===== src/rtl/uart_pkg.sv =====
// Shared definitions for the buffered UART transmitter: parity modes, FSM
// state encoding and the compile-time helpers that size the counters.
package uart_pkg;

  localparam int PARITY_NONE = 0;
  localparam int PARITY_ODD  = 1;
  localparam int PARITY_EVEN = 2;

  typedef enum logic [2:0] {
    S_IDLE   = 3'd0,
    S_START  = 3'd1,
    S_DATA   = 3'd2,
    S_PARITY = 3'd3,
    S_STOP   = 3'd4
  } tx_state_t;

  // Clocks per bit, rounded to the nearest integer.
  function automatic int calc_divisor(input int clk_hz, input int baud_rate);
    return (clk_hz + baud_rate / 2) / baud_rate;
  endfunction

  // Width of a counter that runs 0 .. max_count-1.
  function automatic int cnt_width(input int max_count);
    return (max_count < 2) ? 1 : $clog2(max_count);
  endfunction

endpackage


===== src/rtl/uart_tx_sync_fifo.sv =====
// Single-clock FIFO with registered pointers; the extra pointer MSB
// distinguishes full from empty when the address bits match.
module sync_fifo #(
  parameter int WIDTH = 8,
  parameter int DEPTH = 4
) (
  input  logic             clk,
  input  logic             reset,
  input  logic             i_push,
  input  logic             i_pop,
  input  logic [WIDTH-1:0] i_data,
  output logic [WIDTH-1:0] o_data,
  output logic             o_full,
  output logic             o_empty
);

  localparam int AW = $clog2(DEPTH);

  logic [WIDTH-1:0] r_mem [DEPTH];
  logic [AW:0]      r_wr_ptr;
  logic [AW:0]      r_rd_ptr;
  logic             w_push_ok;
  logic             w_pop_ok;

  assign o_empty   = (r_wr_ptr == r_rd_ptr);
  assign o_full    = (r_wr_ptr[AW] != r_rd_ptr[AW]) &&
                     (r_wr_ptr[AW-1:0] == r_rd_ptr[AW-1:0]);
  // Full is judged on the pre-edge count, so a write while full is lost
  // even if a pop frees a slot on the same edge.
  assign w_push_ok = i_push && !o_full;
  assign w_pop_ok  = i_pop && !o_empty;
  assign o_data    = r_mem[r_rd_ptr[AW-1:0]];

  // NOTE: sequential state uses non-blocking (<=) so every register samples pre-edge values.
  always_ff @(posedge clk) begin
    if (reset) begin
      r_wr_ptr <= '0;
      r_rd_ptr <= '0;
    end else begin
      if (w_push_ok) r_wr_ptr <= r_wr_ptr + 1'b1;
      if (w_pop_ok)  r_rd_ptr <= r_rd_ptr + 1'b1;
    end
  end

  // NOTE: storage is not reset; the pointers alone decide which words are valid.
  always_ff @(posedge clk) begin
    if (w_push_ok) r_mem[r_wr_ptr[AW-1:0]] <= i_data;
  end

endmodule


===== src/rtl/uart_tx.sv =====
// Buffered UART transmitter: FIFO in front of a start/data/parity/stop
// shift engine, TXD driven straight from a register.
module uart_tx
  import uart_pkg::*;
#(
  parameter int CLK_HZ     = 12000000,
  parameter int BAUD_RATE  = 115200,
  parameter int DATA_BITS  = 8,
  parameter int PARITY     = 0,
  parameter int STOP_BITS  = 1,
  parameter int FIFO_DEPTH = 4
) (
  input  logic                 clk,
  input  logic                 reset,
  input  logic [DATA_BITS-1:0] tx_data,
  input  logic                 tx_request,
  output logic                 tx_full,
  output logic                 tx_busy,
  output logic                 tx_overrun,
  output logic                 tx_line
);

  localparam int DIVISOR = calc_divisor(CLK_HZ, BAUD_RATE);
  localparam int BAUD_W  = cnt_width(DIVISOR);
  localparam int BIT_W   = cnt_width(DATA_BITS);

  localparam logic [BAUD_W-1:0] BAUD_LAST     = BAUD_W'(DIVISOR - 1);
  localparam logic [BIT_W-1:0]  DATA_LAST     = BIT_W'(DATA_BITS - 1);
  localparam logic [BIT_W-1:0]  STOP_LAST     = BIT_W'(STOP_BITS - 1);
  localparam logic              PARITY_INVERT = (PARITY == PARITY_ODD);

  tx_state_t            r_state;
  tx_state_t            w_state_next;
  logic [BAUD_W-1:0]    r_baud_cnt;
  logic [BIT_W-1:0]     r_bit_cnt;
  logic [BIT_W-1:0]     w_bit_cnt_next;
  logic [DATA_BITS-1:0] r_shift;
  logic [DATA_BITS-1:0] w_shift_next;
  logic                 r_parity;
  logic                 w_parity_next;
  logic                 r_line;
  logic                 w_line_next;
  logic                 r_overrun;
  logic                 w_bit_end;
  logic                 w_fifo_pop;
  logic                 w_fifo_full;
  logic                 w_fifo_empty;
  logic [DATA_BITS-1:0] w_fifo_data;

  sync_fifo #(
    .WIDTH (DATA_BITS),
    .DEPTH (FIFO_DEPTH)
  ) u_fifo (
    .clk     (clk),
    .reset   (reset),
    .i_push  (tx_request),
    .i_pop   (w_fifo_pop),
    .i_data  (tx_data),
    .o_data  (w_fifo_data),
    .o_full  (w_fifo_full),
    .o_empty (w_fifo_empty)
  );

  assign w_bit_end = (r_baud_cnt == BAUD_LAST);

  // NOTE: every always_comb output gets a default first, so no path can infer a latch.
  always_comb begin
    w_state_next   = r_state;
    w_bit_cnt_next = r_bit_cnt;
    w_shift_next   = r_shift;
    w_parity_next  = r_parity;
    w_fifo_pop     = 1'b0;

    case (r_state)
      S_IDLE: begin
        if (!w_fifo_empty) begin
          w_fifo_pop   = 1'b1;
          w_state_next = S_START;
        end
      end
      S_START: begin
        if (w_bit_end) w_state_next = S_DATA;
      end
      S_DATA: begin
        if (w_bit_end) begin
          if (r_bit_cnt == DATA_LAST) begin
            w_state_next = (PARITY != PARITY_NONE) ? S_PARITY : S_STOP;
          end else begin
            w_bit_cnt_next = r_bit_cnt + 1'b1;
            w_shift_next   = r_shift >> 1;
          end
        end
      end
      S_PARITY: begin
        if (w_bit_end) w_state_next = S_STOP;
      end
      S_STOP: begin
        if (w_bit_end) begin
          if (r_bit_cnt != STOP_LAST) begin
            w_bit_cnt_next = r_bit_cnt + 1'b1;
          end else if (!w_fifo_empty) begin
            w_fifo_pop   = 1'b1;
            w_state_next = S_START;
          end else begin
            w_state_next = S_IDLE;
          end
        end
      end
      default: w_state_next = S_IDLE;
    endcase

    if (w_fifo_pop) begin
      w_shift_next  = w_fifo_data;
      w_parity_next = (^w_fifo_data) ^ PARITY_INVERT;
    end
    if (w_state_next != r_state) w_bit_cnt_next = '0;

    // Line level for the coming cycle, so TXD leaves a flop with no decode after it.
    w_line_next = 1'b1;
    case (w_state_next)
      S_START:  w_line_next = 1'b0;
      S_DATA:   w_line_next = w_shift_next[0];
      S_PARITY: w_line_next = w_parity_next;
      default:  w_line_next = 1'b1;
    endcase
  end

  always_ff @(posedge clk) begin
    if (reset) begin
      r_state    <= S_IDLE;
      r_baud_cnt <= '0;
      r_bit_cnt  <= '0;
      r_shift    <= '0;
      r_parity   <= 1'b0;
      r_line     <= 1'b1;
      r_overrun  <= 1'b0;
    end else begin
      r_state   <= w_state_next;
      r_bit_cnt <= w_bit_cnt_next;
      r_shift   <= w_shift_next;
      r_parity  <= w_parity_next;
      r_line    <= w_line_next;
      r_overrun <= tx_request && w_fifo_full;
      if (r_state == S_IDLE || w_bit_end || w_state_next != r_state) begin
        r_baud_cnt <= '0;
      end else begin
        r_baud_cnt <= r_baud_cnt + 1'b1;
      end
    end
  end

  assign tx_line    = r_line;
  assign tx_full    = w_fifo_full;
  assign tx_busy    = (r_state != S_IDLE);
  assign tx_overrun = r_overrun;

endmodule

===== config.mk =====
export PLATFORM = sky130hd
export DESIGN_NAME = uart_tx
export DESIGN_NICKNAME = d
export VERILOG_FILES = /design/src/rtl/uart_pkg.sv /design/src/rtl/uart_tx_sync_fifo.sv /design/src/rtl/uart_tx.sv
export SDC_FILE = /design/constraint.sdc
export NUM_CORES = 1
export LEC_CHECK = 0
export ABC_CLOCK_PERIOD_IN_PS = 4300
export BUFFER_PORTS_ARGS = -buffer_cell sky130_fd_sc_hd__buf_2
export CAP_MARGIN = 5
export CELL_PAD_IN_SITES_DETAIL_PLACEMENT = 1
export CELL_PAD_IN_SITES_GLOBAL_PLACEMENT = 1
export CORE_MARGIN = 2
export CORE_UTILIZATION = 35
export CTS_CLUSTER_SIZE = 14
export DETAILED_ROUTE_END_ITERATION = 6
export GPL_ROUTABILITY_DRIVEN = 0
export PLACE_DENSITY = 0.63
export SKIP_LAST_GASP = 1
export SLEW_MARGIN = 25
export SYNTH_ARGS = -nofsm -noshare
export SYNTH_HDL_FRONTEND = slang
export SYNTH_SLANG_ARGS = --single-unit

===== constraint.sdc =====
create_clock -name clk -period 4.3 [get_ports clk]
set_clock_uncertainty 0.05 [all_clocks]
set_input_delay 1.29 -clock clk [delete_from_list [all_inputs] [get_ports clk]]
set_output_delay 1.29 -clock clk [all_outputs]
set_load 0.02 [all_outputs]

Word-level counts from Yosys, hierarchy flattened
Memories as Yosys holds them, arrays and structs flattened. A register that Yosys moved wholly into a read port is not among the register bits.
Index checks and enable logic that the tools add are counted.
- flip-flop bits (word level): 30
- RAM bits: 32
- input port bits: 11
- word-level logic and storage cells: 80
- memories: 1
- memory list (name ; words ; width ; read ports ; clocked after memory_dff ; write ports ; line ; source):
    u_fifo.r_mem ; 4 ; 8 ; 1 ; 1 ; 1 ; uart_tx_sync_fifo.sv:19 ; logic [WIDTH-1:0] r_mem [DEPTH];
- add/sub/neg operators: 4
- equal/unequal tests: 18
- mux-type cells: 28
- reductions and logical operators: 19
- operator list (cell ; count):
    3-bit two-way mux ; 11
    8-bit two-way mux ; 4
    3-bit one-hot mux with 5 select lines ; 1
    3-bit by 2-bit equality test with 1-bit output (second input constant) ; 4
    3-bit by 1-bit adder with 3-bit output (second input constant) ; 3
    2-bit inequality test (second input constant) ; 4
    8-bit XOR reduction ; 1
    7-bit by 1-bit adder with 7-bit output (second input constant) ; 1
    7-bit equality test (second input constant) ; 1
    1-bit two-way mux ; 7
    3-bit by 1-bit equality test with 1-bit output (second input constant) ; 2
    3-bit equality test (second input constant) ; 2
    3-bit one-hot mux with 2 select lines ; 1
    2-bit nonzero test ; 3
    3-bit nonzero test ; 2
    5-bit AND reduction ; 1
    1-bit logical AND ; 4
    2-bit two-way mux ; 2
    2-bit OR reduction ; 2
    3-bit equality test ; 1
    3-bit zero test ; 1
    3-bit inequality test ; 1
    1-bit one-hot mux with 3 select lines ; 1
    3-bit AND reduction ; 1
    other kinds (6) ; 8

Depth between registers and ports, before layout
- depth in word-level cells: 8
- mapped depth: 8
- depth with buffers taken out: 7

Hierarchy
From an unflattened synthesis, not the netlist that was laid out.
- cell total of the unflattened synthesis: 251
- area total of the unflattened synthesis: 3036.7 um^2
- modules (own cells, without submodules) (module ; instances ; cells each ; area each (um^2) ; sequential area each (um^2)):
    sync_fifo ; 1 ; 110 ; 1731.7 ; 1121.1
    uart_tx ; 1 ; 141 ; 1305.0 ; 480.5

Worst setup path before layout
OpenSTA, ideal clock, no wires.
- path kind: reg2out
- start: register u_fifo.r_wr_ptr[1]
- end: output tx_full
- arrival: 1.008 ns
- path slack: 1.952 ns
- cell stages (with the launch flop): 4
- path through: dfxtp_1 -> xnor2_1 -> nand3b_1 -> inv_1
- longest elaborated chain between the ends: 2
- ends and longest elaborated chain (item ; line ; source):
    start: declaration ; uart_tx_sync_fifo.sv:20 ; logic [AW:0] r_wr_ptr;
    start signal: assignment ; uart_tx_sync_fifo.sv:40 ; if (w_push_ok) r_wr_ptr <= r_wr_ptr + 1'b1;
    2-bit equality test ; uart_tx_sync_fifo.sv:27 ; (r_wr_ptr[AW-1:0] == r_rd_ptr[AW-1:0]);
    1-bit logical AND ; uart_tx_sync_fifo.sv:26 ; assign o_full = (r_wr_ptr[AW] != r_rd_ptr[AW]) &&
    end: declaration ; uart_tx.sv:17 ; output logic tx_full,
No other way between the ends.

Worst setup path in the final report
Same ends and word-level chain as after synthesis.

==> summary.md <==
| Metric | Value |
|---|---|
| Status | finished, final reports clean |
| Later-pin clock latency in the skew report | 0.34 ns |
| Max clock buf depth | 2 |
| Synth Flop Type | edfxtp_1 |
| Die height | 93.2 um |
| Multi-input logic area | 1110 sq um |
| Startpoint Class | flop |
| Crit Path Category | flop to output port |
| Vias in the first global route | 1826 |
| Hold Fails Final Rpt | 0 |
| Grt ovf | 0 |
| LEAKAGE | 1.12 nW |
| Seq/Total Area, Yosys | 0.575 |
| CTS tree | built |
| Setup Fix Bufs, Post-CTS | 0 |
| Clk pin slew, worst setup/hold paths | 0.07 ns |
| DR vias | 1693 |
| Die width | 93.2 um |
| H-tree Lvls | 3 |
| CTS Buf Count | 9 |
| Synth Area in Simple Gates | 0.131 |
| Clock Sinks | 64 |
| Syn. warnings | 0 |
| Area grow syn2layout | 11.8% |
| MaxCap Viol Count | 0 |
| Worst hold path class | flop to flop |
| Dpl cell area | 2940 sq um |
| EDFF count, synth | 32 |
| Final setup vio count | 0 |
| Cell Rows | 32 |
| Placed insts | 332 |
| CP endpoint kind | output port |
| Tmin final | 2.95 ns |
| Compound-cell area share of the yosys netlist | 0.0727 |
| Global Route Usage Sum | 0.143 |
| Core Region | 7730 sq um |
| Fin cells | 348 |
| Final WS setup | 1.35 ns |
| Clock Tree Root | clkbuf_8 |
| # resized after CTS | 0 |
| Tot Pwr | 1.68 mW |
| # hold bufs at CTS | 0 |
| Starting Density | 0.361 |
| First-pass GRT wire length | 9280 um |
| Fin util | 0.403 |
| Fin nets | 261 |
| Multiplexer share of the synthesized area | 0.0934 |
| DRT iter0 DRCs | 36 |
| DR WL/cell | 15.6 um |
| Largest family of logic cells by synthesized area | simple AND/OR/NAND/NOR gates |
| Yosys cell types | 43 |
| Worst VDD drop | 0.000278 V |
| Fmax | 0.339 GHz |
| Syn Area/Cell | 12.4 sq um |
| Worst path arrival time | 1.61 ns |
| Mean number of vias per cell | 4.86 |
| Fill cell count | 843 |
| Asr flop ratio synth | 0 |
| Initial antenna violation count | 0 |
| Dpl ws | 1.74 ns |
| Register area | 1600 sq um |
| Syn Inst Count | 224 |
| Antenna cells | 0 |
| Largest net degree at the start of global routing | 18 |
| Syn nets | 244 |
| CP max FO | 7 |
| Adder-Cell Fraction of Synth Area | 0.0404 |
| WP data required | 2.96 ns |
| Number of top-level pins | 15 |
| XOR/XNOR Fraction of Synth Area | 0.0597 |
| Die area | 8690 sq um |
| Post-Route Setup TNS | 0 ns |
| Mapped cell area | 2790 sq um |
| Share of layout cells above drive strength 1 | 0.175 |
| Worst-margin pin slew | 0.696 ns |
| Max-slew headroom | 0.536 |
| Drt drc | 0 |
| Antenna-violating nets left | 0 |
| Max Slew Vio Count | 0 |
| Power Density | 540 nW/um^2 |
| Seq cells post-synth | 64 |
| IO Port Bufs | 14 |
| Final WL | 5430 um |
| DP HPWL | 3630 um |
| Final instance area | 3120 sq um |
| WHS | 0.418 ns |
| Drt pass-1 iters | 4 |
| Period utilization | 0.686 |
| Unrepaired setup endpoints after global routing | false |
[synth_stat cells (3+ instances only)]
master	n	share of area
o21ai_1	4	0.0072
nand3_1	7	0.013
nor2_1	26	0.035
or3_1	3	0.0067
nand2_1	10	0.013
xnor2_1	16	0.050
inv_1	9	0.012
and3_1	5	0.011
a211oi_1	6	0.016
xor2_1	3	0.0094
and2_1	5	0.011
edfxtp_1	32	0.34
a21oi_1	9	0.016
clkbuf_1	3	0.0040
mux2i_1	8	0.029
dfxtp_1	32	0.23
ha_1	9	0.040
mux4_2	8	0.065
[cell usage in the layout, fill, tap and decap left out, types with 5 or more instances in the layout]
cell type and n:
nand2_1 10, mux4_2 8, buf_2 14, dfxtp_1 32
nand3_1 7, mux2i_1 8, and3_1 5, inv_1 9
ha_1 9, and2_1 5, xnor2_1 16, edfxtp_1 32
nor2_1 26, a21oi_1 9, clkbuf_8 9, a211oi_1 6
[worst max-delay path, stage by stage (launching register included)]
cell,delay [ns]
dfxtp_1,0.37
xnor2_1,0.35
nand3b_1,0.27
inv_1,0.12
buf_2,0.17
[final cells by class]
cell class / instances / share of cell area
Sequential cell: 64 / 0.514
Multi-Input combinational cell: 142 / 0.355
Clock inverter: 7 / 0.0157
Timing Repair Buffer: 14 / 0.0225
Clock buffer: 9 / 0.0398
Tap cell: 102 / 0.0410
Inverter: 10 / 0.0120
[power breakdown]
group	switching [mW]	total [mW]	internal, mW
combinational	0.228	0.431	0.203
sequential	0.0729	0.796	0.723
clock	0.249	0.456	0.208
[state kept, by name, indices dropped and copies added (netlist names), named ones only]
register and flops:
tx_overrun 1, u_fifo.r_mem 32, r_parity 1, tx_line 1, u_fifo.r_rd_ptr 3, r_bit_cnt 3
u_fifo.r_wr_ptr 3, r_shift 8, r_baud_cnt 7, r_state 3
[path summary, 6_finish.rpt]
check                     startpoint             to  slack [ns]  depth (start not counted)
hold / removal         r_baud_cnt[0]  r_baud_cnt[0]        0.42                          1
setup reg to reg                flop       r_parity        2.19                          5
setup / recovery  u_fifo.r_wr_ptr[1]        tx_full        1.35                          4
hold reg to reg        r_baud_cnt[0]  r_baud_cnt[0]        0.42                          1
[logic make-up after synthesis]
family,count (synthesis)
adders and majority gates,9
DFF,64
buffers and inverters,18
xor gates and xnor gates,19
and+or+nand+nor,69
AOI/OAI and AO/OA,29
muxes,16
[per-layer routing]
layer,wire length (um),global-route usage,share of wire
met5,0,0,0
met4,81,0.0551,0.015
met3,155,0.0459,0.029
met2,2690,0.232,0.50
met1,2500,0.179,0.46
(Power assumes the default switching activity.)
